[src/rtl/lc3_decode_queue_if.sv]
// Handshake bundle between fetch and execute around the LC-3 decode queue.
// master drives instructions and consumes decoded entries; slave is the queue.
interface lc3_decode_queue_if #(
    parameter int IW    = 16,
    parameter int PCW   = 16,
    parameter int DEPTH = 4
);
    localparam int CW = $clog2(DEPTH) + 1;

    logic           flush;
    logic           in_valid;
    logic           in_ready;
    logic [IW-1:0]  in_ir;
    logic [PCW-1:0] in_npc;
    logic           out_valid;
    logic           out_ready;
    logic [IW-1:0]  out_ir;
    logic [PCW-1:0] out_npc;
    logic [5:0]     out_e_control;
    logic [1:0]     out_w_control;
    logic           out_illegal;
    logic [CW-1:0]  count;

    modport master (
        output flush, in_valid, in_ir, in_npc, out_ready,
        input  in_ready, out_valid, out_ir, out_npc,
        input  out_e_control, out_w_control, out_illegal, count
    );

    modport slave (
        input  flush, in_valid, in_ir, in_npc, out_ready,
        output in_ready, out_valid, out_ir, out_npc,
        output out_e_control, out_w_control, out_illegal, count
    );
endinterface

[src/rtl/lc3_decode_queue.sv]
// LC-3 decode queue: decodes on push, holds DEPTH decoded entries in a FIFO.
// Define LC3_DECODE_ILLEGAL_EN to store and report the unsupported-opcode flag.
module lc3_decode_queue #(
    parameter int IW    = 16,
    parameter int PCW   = 16,
    parameter int DEPTH = 4
) (
    input logic              clock,
    input logic              reset,
    lc3_decode_queue_if.slave q
);
    localparam int AW = $clog2(DEPTH);
    localparam int CW = AW + 1;

    typedef struct packed {
        logic [IW-1:0]  ir;
        logic [PCW-1:0] npc;
        logic [5:0]     e_ctl;
        logic [1:0]     w_ctl;
`ifdef LC3_DECODE_ILLEGAL_EN
        logic           illegal;
`endif
    } entry_t;

    entry_t        mem_q [DEPTH];
    entry_t        mem_d [DEPTH];
    logic [AW-1:0] wr_ptr_q, wr_ptr_d;
    logic [AW-1:0] rd_ptr_q, rd_ptr_d;
    logic [CW-1:0] count_q, count_d;

    entry_t     ent;
    entry_t     head;
    logic [3:0] op;
    logic       out_valid;
    logic       in_ready;
    logic       push;
    logic       pop;

    always_comb begin
        op        = q.in_ir[15:12];
        ent       = '0;
        ent.ir    = q.in_ir;
        ent.npc   = q.in_npc;
`ifdef LC3_DECODE_ILLEGAL_EN
        ent.illegal = 1'b0;
`endif
        case (op)
            4'b0001: ent.e_ctl = {5'b00000, ~q.in_ir[5]};
            4'b0101: ent.e_ctl = {5'b01000, ~q.in_ir[5]};
            4'b1001: ent.e_ctl = 6'b100000;
            4'b1110: begin
                ent.e_ctl = 6'b000110;
                ent.w_ctl = 2'b10;
            end
            4'b0010, 4'b1010: begin
                ent.e_ctl = 6'b000110;
                ent.w_ctl = 2'b01;
            end
            4'b0110: begin
                ent.e_ctl = 6'b001000;
                ent.w_ctl = 2'b01;
            end
            default: begin
`ifdef LC3_DECODE_ILLEGAL_EN
                ent.illegal = 1'b1;
`endif
            end
        endcase
    end

    // reset gates in_ready so nothing is accepted on the reset edge
    assign out_valid = (count_q != '0);
    assign in_ready  = (count_q < CW'(DEPTH)) & ~q.flush & ~reset;
    assign push      = q.in_valid & in_ready;
    assign pop       = out_valid & q.out_ready;

    always_comb begin
        mem_d    = mem_q;
        wr_ptr_d = wr_ptr_q;
        rd_ptr_d = rd_ptr_q;
        count_d  = count_q;
        if (q.flush) begin
            wr_ptr_d = '0;
            rd_ptr_d = '0;
            count_d  = '0;
        end else begin
            if (push) begin
                mem_d[wr_ptr_q] = ent;
                wr_ptr_d        = wr_ptr_q + 1'b1;
            end
            if (pop) begin
                rd_ptr_d = rd_ptr_q + 1'b1;
            end
            case ({push, pop})
                2'b10:   count_d = count_q + 1'b1;
                2'b01:   count_d = count_q - 1'b1;
                default: count_d = count_q;
            endcase
        end
    end

    always_ff @(posedge clock) begin
        if (reset) begin
            wr_ptr_q <= '0;
            rd_ptr_q <= '0;
            count_q  <= '0;
        end else begin
            wr_ptr_q <= wr_ptr_d;
            rd_ptr_q <= rd_ptr_d;
            count_q  <= count_d;
        end
    end

    // payload storage needs no reset: outputs are masked while empty
    always_ff @(posedge clock) begin
        mem_q <= mem_d;
    end

    always_comb begin
        head = out_valid ? mem_q[rd_ptr_q] : '0;
    end

    assign q.in_ready      = in_ready;
    assign q.out_valid     = out_valid;
    assign q.out_ir        = head.ir;
    assign q.out_npc       = head.npc;
    assign q.out_e_control = head.e_ctl;
    assign q.out_w_control = head.w_ctl;
    assign q.count         = count_q;
`ifdef LC3_DECODE_ILLEGAL_EN
    assign q.out_illegal   = head.illegal;
`else
    assign q.out_illegal   = 1'b0;
`endif
endmodule

[src/flat_wrapper.sv]
// flat-port wrapper written by rule: the top's interface ports become plain ports
module lc3_decode_queue_flat 
#(
    parameter int IW    = 16,
    parameter int PCW   = 16,
    parameter int DEPTH = 4
)
  (clock, reset, q_flush, q_in_valid, q_in_ir, q_in_npc, q_out_ready, q_in_ready, q_out_valid, q_out_ir, q_out_npc, q_out_e_control, q_out_w_control, q_out_illegal, q_count);
  lc3_decode_queue_if #(.IW(IW), .PCW(PCW), .DEPTH(DEPTH)) q_i ();
  input logic clock;
  input logic reset;
  input wire logic [$bits(q_i.flush)-1:0] q_flush;
  input wire logic [$bits(q_i.in_valid)-1:0] q_in_valid;
  input wire logic [$bits(q_i.in_ir)-1:0] q_in_ir;
  input wire logic [$bits(q_i.in_npc)-1:0] q_in_npc;
  input wire logic [$bits(q_i.out_ready)-1:0] q_out_ready;
  output wire logic [$bits(q_i.in_ready)-1:0] q_in_ready;
  output wire logic [$bits(q_i.out_valid)-1:0] q_out_valid;
  output wire logic [$bits(q_i.out_ir)-1:0] q_out_ir;
  output wire logic [$bits(q_i.out_npc)-1:0] q_out_npc;
  output wire logic [$bits(q_i.out_e_control)-1:0] q_out_e_control;
  output wire logic [$bits(q_i.out_w_control)-1:0] q_out_w_control;
  output wire logic [$bits(q_i.out_illegal)-1:0] q_out_illegal;
  output wire logic [$bits(q_i.count)-1:0] q_count;
  assign q_i.flush = q_flush;
  assign q_i.in_valid = q_in_valid;
  assign q_i.in_ir = q_in_ir;
  assign q_i.in_npc = q_in_npc;
  assign q_i.out_ready = q_out_ready;
  assign q_in_ready = q_i.in_ready;
  assign q_out_valid = q_i.out_valid;
  assign q_out_ir = q_i.out_ir;
  assign q_out_npc = q_i.out_npc;
  assign q_out_e_control = q_i.out_e_control;
  assign q_out_w_control = q_i.out_w_control;
  assign q_out_illegal = q_i.out_illegal;
  assign q_count = q_i.count;
  lc3_decode_queue #(.IW(IW), .PCW(PCW), .DEPTH(DEPTH)) u_core (.clock(clock), .reset(reset), .q(q_i));
endmodule
[config.mk]
export PLATFORM = sky130hd
export DESIGN_NAME = lc3_decode_queue_flat
export DESIGN_NICKNAME = d
export VERILOG_FILES = /design/src/rtl/lc3_decode_queue_if.sv /design/src/rtl/lc3_decode_queue.sv /design/src/flat_wrapper.sv
export SDC_FILE = /design/constraint.sdc
export NUM_CORES = 1
export LEC_CHECK = 0
export ABC_AREA = 0
export CELL_PAD_IN_SITES_DETAIL_PLACEMENT = 1
export CELL_PAD_IN_SITES_GLOBAL_PLACEMENT = 1
export CORE_MARGIN = 4
export CORE_UTILIZATION = 43
export DETAILED_ROUTE_END_ITERATION = 12
export GPL_ROUTABILITY_DRIVEN = 0
export PLACE_DENSITY = 0.76
export RECOVER_POWER = 25
export SLEW_MARGIN = 20
export SYNTH_ARGS = -nofsm -noshare
export SYNTH_HDL_FRONTEND = slang
export SYNTH_SLANG_ARGS = --single-unit
[constraint.sdc]
create_clock -name clock -period 2.1 [get_ports clock]
set_input_delay 0.42 -clock clock [delete_from_list [all_inputs] [get_ports clock]]
set_output_delay 0.42 -clock clock [all_outputs]
set_load 0.1 [all_outputs]
; ---- After elaboration in Yosys (flattened, before gate mapping)
; Index checks and enable logic that the tools add are counted.
[op_classes]
add_sub_neg = 4
mul = 0
div_mod_pow = 0
order_cmp = 4
eq_ne = 9
shifts = 0
n_mux = 10
bitwise_logic = 9
reduce_logical = 7
[ops]
columns = op, n
row1 = $bwmux W160, 1
row2 = $mux W40, 4
row3 = $bmux W40 S2, 1
row4 = $demux W40 S2, 1
row5 = $pmux W6 S5, 1
row6 = $eq A4 B4 Y1 const B, 3
row7 = $eq A4 B3 Y1 const B, 2
row8 = $ge A3 B3 Y1 const B, 2
row9 = $not A2 Y3, 2
row10 = $pmux W3 S2, 1
row11 = $reduce_or A3 Y1, 2
row12 = $add A2 B1 Y2 const B, 2
row13 = $and A1 B1 Y1, 4
row14 = $eq A4 B1 Y1 const B, 1
row15 = $eq A4 B2 Y1 const B, 1
row16 = $pmux W2 S2, 1
row17 = $add A3 B1 Y3 const B, 1
row18 = $lt A3 B1 Y1 const B, 1
row19 = $lt A3 B3 Y1 const B, 1
row20 = $not A1 Y1, 3
row21 = $reduce_bool A3 Y1, 1
row22 = $sub A3 B1 Y3 const B, 1
row23 = $eq A2 B1 Y1 const B, 1
row24 = $eq A2 B2 Y1 const B, 1
row25 = 4 further kinds, 4
[word_totals]
register_bits = 167
latchBits = 0
ramBits = 0
mem_bits_ro = 0
inputBits = 37
output_inout_bits = 46
mem_count = 0

; ---- Logic depth before layout (Yosys ltp)
; Gate-level depths: netlist (run 1).
[logic_depth]
word_depth = 6
mapped_depth = 8

; ---- Least setup slack after synthesis (run 1)
; OpenSTA, ideal clock, no wires.
[synth_path]
kind = reg-to-output
startpoint = reg u_core.count_q[2] (netlist: u_core.q.count[2])
endpoint = out q_out_e_control[2]
arrival_time_ns = 3.358
required_ns = 1.680
path_slack_ns = -1.678
stages_incl_launch_ff = 5
path_buffers = 2
cell_sequence = dfxtp_1 -> nor3_2 -> clkbuf_1 -> nor2b_1 -> buf_4
[synth_via]
elab_chain_len = 2
[synth_lines]
columns = element, line_no
row1 = from (decl), lc3_decode_queue.sv:29  ; logic [CW-1:0] count_q, count_d;
row2 = from (signal assigned), lc3_decode_queue.sv:110  ; count_q <= count_d;
row3 = $reduce_bool A3 Y1, lc3_decode_queue.sv:72  ; assign out_valid = (count_q != '0);
row4 = $mux W40, lc3_decode_queue.sv:120  ; head = out_valid ? mem_q[rd_ptr_q] : '0;
row5 = to (decl), flat_wrapper.sv:21  ; output wire logic [$bits(q_i.out_e_control)-1:0] q_out_e_control;
; Every way passes these cells.

; ---- Worst setup path in the final report (run 1)
[layout_path]
startpoint = reg u_core.rd_ptr_q[0]
endpoint = out q_out_ir[1]
[layout_via]
elab_chain_len = 5
[layout_lines]
columns = element, line_no
row1 = from (decl), lc3_decode_queue.sv:28  ; logic [AW-1:0] rd_ptr_q, rd_ptr_d;
row2 = from (signal assigned), lc3_decode_queue.sv:109  ; rd_ptr_q <= rd_ptr_d;
row3 = $not A2 Y3 (not written as such), lc3_decode_queue.sv:120
row4 = $bmux W40 S2, lc3_decode_queue.sv:120
row5 = $mux W40 (not written as such) (2 in series), lc3_decode_queue.sv:120
row6 = $mux W40, lc3_decode_queue.sv:120
row7 = to (decl), flat_wrapper.sv:19  ; output wire logic [$bits(q_i.out_ir)-1:0] q_out_ir;
; Every way passes these cells. The select of a mux whose other input is x is not followed.

==> results.md, run 1 <==
- Unrepaired setup endpoints after global routing: true
- Worst skew pair latency: 0.41 ns
- Final setup vio count: 40
- Clk buf depth: 2
- Routed wire length per instance: between 20 and 25 microns
- 1st-iter DRT viols: roughly 250
- Post-Place Cells: roughly 580
- Top achievable clock speed: ~430 MHz
- Syn Inst Count: 311
- DRC: 0
- Required @ worst endpoint: between 1.5 and 2 ns
- Die width: between 100 and 150 microns
- Non-Filler Instances: ~620
- Dpl hpwl: approximately 9000 microns
- # rows: 44
- Number of flops mapped to enable cells by yosys: about 160
- Dpl cell area: around 8300 sq um
- DR pass1 iterations: 4
- Failing checks: negative setup slack
- Vias in the first global route: 3752
- Yosys top cell area share: 73.0%
- Clock-pin slew on the worst setup and hold paths: around 0.070 ns
- First-pass GRT wire length: 22900 microns
- Final min period: around 2.3 ns
- GRT Total Usage: around a fifth
- # IOs: 83
- Final ANT Viol Nets: 0
- Initial antenna violation count: 0
- Crit path DAT: 1.88 ns
- Count leader, synth: edfxtp_1
- Status: complete, but fails checks
- Drt via density: 5.41
- CP max stage delay: roughly 0.54 ns
- CTS tree: built
- Sink Count: about 160
- Async set-or-reset flop fraction in the synthesized netlist: 0%
- Core Region: 14600 sq um
- Die area: between 15000 and 20000 sq um
- PnR Total Power: between 7 and 8 mW
- Starting Density: between 40% and 50%
- Mapped Nets: between 300 and 400
- Ant diodes: 0
- Post-layout instance area: a little over 9000 sq um
- Avg Inst Size Synth: roughly 21 sq um
- CP Launch Type: flip-flop
- Largest net degree at the start of global routing: 28
- Final net count: 467
- Cell Area, Synth: between 6000 and 7000 sq um
- Hold_buf cts: 0
- Worst setup margin: -0.200 ns
- Sequential area share after synthesis: approximately three quarters
- Yosys top cell by area: edfxtp_1
- CTS root buffer: clkbuf_16
- Fillers: around 1200
- Pwr per Cell Area: between 700 and 800 nW/um^2
- PortBufs: between 80 and 90
- Final WL: about 15000 microns
- Crit Path Max Fanout: 13
- Layout Skew: roughly 0.012 ns
- Top FF cell, synth: edfxtp_1
- Hold Crit Class: flip-flop to flip-flop
- Cell family with the largest share of critical-path delay: multiplexers
- Vias: ~3400
- R2R Path Start: u_core.q.count[2]
- Layout cells sized above 1: roughly 44%
- Most Frequent Cell on Critical Path: buf_12
- Slew Limit Fails: 0
- Crit path from: u_core.rd_ptr_q[0]
- Max-Cap Viols: 0
- VDD IR-drop max: 566 uV
- Slowest CP cell: mux4_2
- Synth Warn #: 0
- Min-delay src: u_core.q.count[0]
- Die Y: about 130 microns
- CP Cell Sequence: buf_12, mux4_2, nor2b_4, buf_12
- Pre-CTS setup slack: -0.373 ns
- Critical Setup Path Class: flip-flop to output pin
- Most area-consuming cells after synthesis: edfxtp_1, mux4_2, nor2b_1
- Worst Tran Pin Value: roughly 0.58 ns
- #FFs+latches synth: about 160
- Distinct cells, synth: 27
- Slew headroom: between 60% and 70%
- Post-synth top cells: edfxtp_1, nor2b_1, mux4_2
- Worst setup EP type: output pin
- Syn-to-layout area delta: 42.7%
- CTS Buf Count: 17
- Final hold violations: 0
- Cell leakage power: 3.05 nW
- Period Utilization, post-route: 110%
- Crit path buf inv count: 2
- H-Tree Depth: 4
- Grt total ovfl: 0
[worst reg2reg max path: cells and delay by family (launching register included)]
family	cells	cell delay (ns)
adders and majority gates	2	0.58
AOI/OAI and AO/OA	2	0.26
DFF	1	0.41
xor gates and xnor gates	1	0.18
buffers and inverters	2	0.14
and+or+nand+nor	1	0.34
[flip-flops by register name, summed over array words and instances (netlist names)]
register,cells
u_core.q.count,3
u_core.mem_q,156
u_core.rd_ptr_q,2
u_core.wr_ptr_q,2
[placed cells by master, fill, tap and decap left out, types with 3 or more instances in the layout]
master	count
a21oi_1	3
and2_2	4
buf_12	58
buf_4	11
clkbuf_16	18
clkdlybuf4s50_1	15
clkinv_1	4
clkinvlp_4	5
dfxtp_4	5
dlygate4sd3_1	21
edfxtp_1	156
ha_1	5
inv_1	8
mux4_2	39
nand2_1	3
nand2b_1	3
nor2_1	8
nor2b_4	38
xor2_1	3
[metrics by stage]
stage	hold slack [ns]	utilization [%]	TNS, ns
finish	0.559	62.7	-6.51
global route	0.576	62.7	-9.60
CTS	0.558	62.4	-9.14
detailed placement	0.539	57.1	-4.39
global placement	0.514	57.1	-0.220
floorplan	0.508	-	-6.19
[where the power goes]
group	internal (mW)	switching, mW	total [mW]	leakage, nW
registers	3.58	0.00975	3.59	1.46
clock network	1.74	1.21	2.95	0.259
logic	0.227	0.305	0.532	1.34
total	5.55	1.53	7.08	3.05
[cell families (layout without fill, tap and decap cells)]
| family | Yosys count | after routing | share of synthesized area (%) |
|---|---|---|---|
| AOI/OAI and AO/OA | 8 | 8 | 0.702 |
| xor gates and xnor gates | 4 | 4 | 0.546 |
| adders and majority gates | 6 | 6 | 1.29 |
| buffers and inverters | 24 | 150 | 2.18 |
| DFF | 163 | 163 | 75.2 |
| muxes | 39 | 39 | 13.7 |
| other | 1 | 1 | 0.0585 |
| and+or+nand+nor | 66 | 66 | 6.30 |
[layout make-up]
class | count | area (sq um) | area share [%]
Timing Repair Buffer | 110 | 1730 | 18.9
Clock inverter | 14 | 139 | 1.52
Multi-Input combinational cell | 124 | 1750 | 19.2
Clock buffer | 18 | 429 | 4.69
Sequential cell | 163 | 4840 | 52.9
Inverter | 8 | 30.0 | 0.328
Tap cell | 184 | 230 | 2.52
[metal layers]
metal	GRT usage, %	routed length [microns]	part of all wire, %
met4	4.40	72	0.48
met2	32.6	8180	54
met5	0	0	0
met3	5.12	809	5.4
met1	24.4	5950	40
[final timing paths]
kind | end | slack (ns) | cells past startpoint
hold reg to reg | u_core.q.count[0] | 0.56 | 2
hold / removal | u_core.q.count[0] | 0.56 | 2
setup reg to reg | u_core.q.count[2] | 0.11 | 8
setup / recovery | q_out_ir[1] | -0.20 | 4
[timing repair]
| item | 4_1_cts | 5_1_grt |
|---|---|---|
| buffers inserted | 3 | 1 |
| pin swaps | 1 | 1 |
| gates resized for setup | 21 | 10 |
| hold endpoints to repair | 0 | 0 |
| gates cloned | 3 | 1 |
| endpoints found under the setup margin | 41 | 42 |
Power figures use the tool's default switching activity.
==> run 2: changes to the inputs <==
--- a/config.mk
+++ b/config.mk
@@ -8,7 +8,7 @@
 export ABC_AREA = 0
 export CELL_PAD_IN_SITES_DETAIL_PLACEMENT = 1
 export CELL_PAD_IN_SITES_GLOBAL_PLACEMENT = 1
-export CORE_MARGIN = 4
+export CORE_ASPECT_RATIO = 1.75
 export CORE_UTILIZATION = 43
 export DETAILED_ROUTE_END_ITERATION = 12
 export GPL_ROUTABILITY_DRIVEN = 0
==> constraint.sdc (replaced) <==
create_clock -name clock -period 2.1 [get_ports clock]
set_input_delay 0.21 -clock clock [delete_from_list [all_inputs] [get_ports clock]]
set_output_delay 0.21 -clock clock [all_outputs]
set_load 0.1 [all_outputs]
==> results.md, run 2 (synthesis results as in run 1) <==
- Final net count: 465 (was 467)
- Slew Limit Fails: 0 (unchanged)
- Die Y: 164 microns (was 130 microns)
- Final core occ: 62.8% (was 62.7%)
- Drt via density: 5.38 (was 5.41)
- CTS Buf Count: 17 (unchanged)
- Clk buf depth: 2 (unchanged)
- Core Region: 14400 sq um (was 14600 sq um)
- Final hold violations: 0 (unchanged)
- Setup TNS: -0.648 ns (was -6.51 ns)
- Commonest non-fill, non-tap cell in the layout: edfxtp_1 (unchanged)
- Vias: 3315 (was 3359)
- Final ANT Viol Nets: 0 (unchanged)
- DRC: 0 (unchanged)
- Final WL: 14400 microns (was 15000 microns)
- Initial antenna violation count: 1 (was 0)
- CTS tree: built (unchanged)
- Largest net degree at the start of global routing: 43 (was 28)
- Critical Setup Path Class: flip-flop to output pin (unchanged)
- Layout Skew: 0.0105 ns (was 0.0119 ns)
- Dpl hpwl: 8620 microns (was 9040 microns)
- Pwr per Cell Area: 785 nW/um^2 (was 773 nW/um^2)
- Hold Crit Class: primary input to flip-flop (was flip-flop to flip-flop)
- Vias in the first global route: 3674 (was 3752)
- Routed wire length per instance: 23.3 microns (was 24.2 microns)
- # rows: 58 (was 44)
- Slowest CP cell: mux4_2 (unchanged)
- # IOs: 83 (unchanged)
- Final setup vio count: 26 (was 40)
- Die area: 15400 sq um (was 16900 sq um)
- Layout cells sized above 1: 44.4% (was 44.2%)
- Final min period: 2.15 ns (was 2.30 ns)
- Largest register FFs: 156 (unchanged)
- PortBufs: 81 (unchanged)
- First-pass GRT wire length: 21200 microns (was 22900 microns)
- 1st-iter DRT viols: 215 (was 252)
- CP Launch Type: flip-flop (unchanged)
- Worst skew pair latency: 0.42 ns (was 0.41 ns)
- Clock-pin slew on the worst setup and hold paths: 0.06 ns (was 0.07 ns)
- Slew headroom: 56.8% (was 60.7%)
- Hold_buf cts: 0 (unchanged)
- Failing checks: negative setup slack (unchanged)
- Crit path DAT: 1.94 ns (was 1.88 ns)
- VDD IR-drop max: 655 uV (was 566 uV)
- Die width: 94.3 microns (was 130 microns)
- CTS root buffer: clkbuf_16 (unchanged)
- R2r setup slk: 0.23 ns (was 0.11 ns)
- DR pass1 iterations: 4 (unchanged)
- Most frequent cells in the layout: edfxtp_1, buf_12, mux4_2 (unchanged)
- Crit Path Max Fanout: 6 (was 13)
- Worst Tran Pin Value: 0.647 ns (was 0.585 ns)
- Cell leakage power: 3.01 nW (was 3.05 nW)
- Biggest register: u_core.mem_q (unchanged)
- CP max stage delay: 0.51 ns (was 0.54 ns)
- Period Utilization, post-route: 102% (was 110%)
- Worst setup EP type: output pin (unchanged)
- GRT Total Usage: 19.7% (was 19.0%)
- Syn-to-layout area delta: 41.4% (was 42.7%)
- Most Frequent Cell on Critical Path: buf_12 (unchanged)
- CP Cell Sequence: buf_12, clkbuf_16, mux4_2, nor2b_4, buf_12 (was buf_12, mux4_2, nor2b_4, buf_12)
- Grt total ovfl: 0 (unchanged)
- Max-Cap Viols: 0 (unchanged)
- Status: complete, but fails checks (unchanged)
- Unrepaired setup endpoints after global routing: true (unchanged)
- PnR Total Power: 7.12 mW (was 7.08 mW)
- Required @ worst endpoint: 1.89 ns (was 1.68 ns)
- Sink Count: 163 (unchanged)
- Worst setup margin: -0.0458 ns (was -0.200 ns)
- Top achievable clock speed: 466 MHz (was 435 MHz)
- Starting Density: 44.4% (was 44.0%)
- H-Tree Depth: 4 (unchanged)
run 2: timing repair:
action | 4_1_cts | 5_1_grt
setup buffers | 2 | 4
resized for setup | 1 | 20
endpoints found under the setup margin | 35 | 40
cloned | 0 | 4
run 2: layout make-up:
cell class	instances	area [sq um]
Inverter	8	33.8
Clock buffer	18	429
Multi-Input combinational cell	124	1730
Clock inverter	14	154
Fill cell	1173	5370
Timing Repair Buffer	108	1650
Antenna cell	1	2.50
Tap cell	180	225
Sequential cell	163	4840
run 2: final timing paths:
kind | startpoint | end | cells past startpoint
hold / removal | q_in_ir[0] | u_core.mem_q[24] | 1
setup / recovery | u_core.rd_ptr_q[0] | q_out_e_control[3] | 5
setup reg to reg | u_core.q.count[2] | u_core.q.count[2] | 8
hold reg to reg | u_core.wr_ptr_q[1] | u_core.wr_ptr_q[1] | 2
run 2: power by group:
part           total (mW)  switching, mW  internal [mW]
sequential           3.59         0.0106           3.58
clock                3.03           1.27           1.76
combinational       0.499          0.292          0.207
run 2: critical path: cells and delay by family (launching register included):
family                 cells  cell delay [ns]
buffers and inverters      3             0.48
flip-flops                 1             0.37
multiplexers               1             0.51
AND/OR/NAND/NOR            1             0.15
run 2: metal layers:
metal	GRT usage, %	up-vias	wire length [microns]
met2	35.1	75	8290
met1	21.3	1770	5310
li1	-	1447	-
met3	5.03	23	394
met4	9.23	0	388
met5	0	-	0
run 2: metrics by stage:
stage	hold WS (ns)	instances	area [sq um]	setup WS [ns]
2_1_floorplan	0.309	311	6630	-0.0885
4_1_cts	0.408	607	8850	-0.0987
5_1_grt	0.477	616	9070	-0.0870
3_5_place_dp	0.551	573	8250	-0.0649
3_3_place_gp	0.522	573	8250	0.0302
6_report	0.456	616	9070	-0.0458
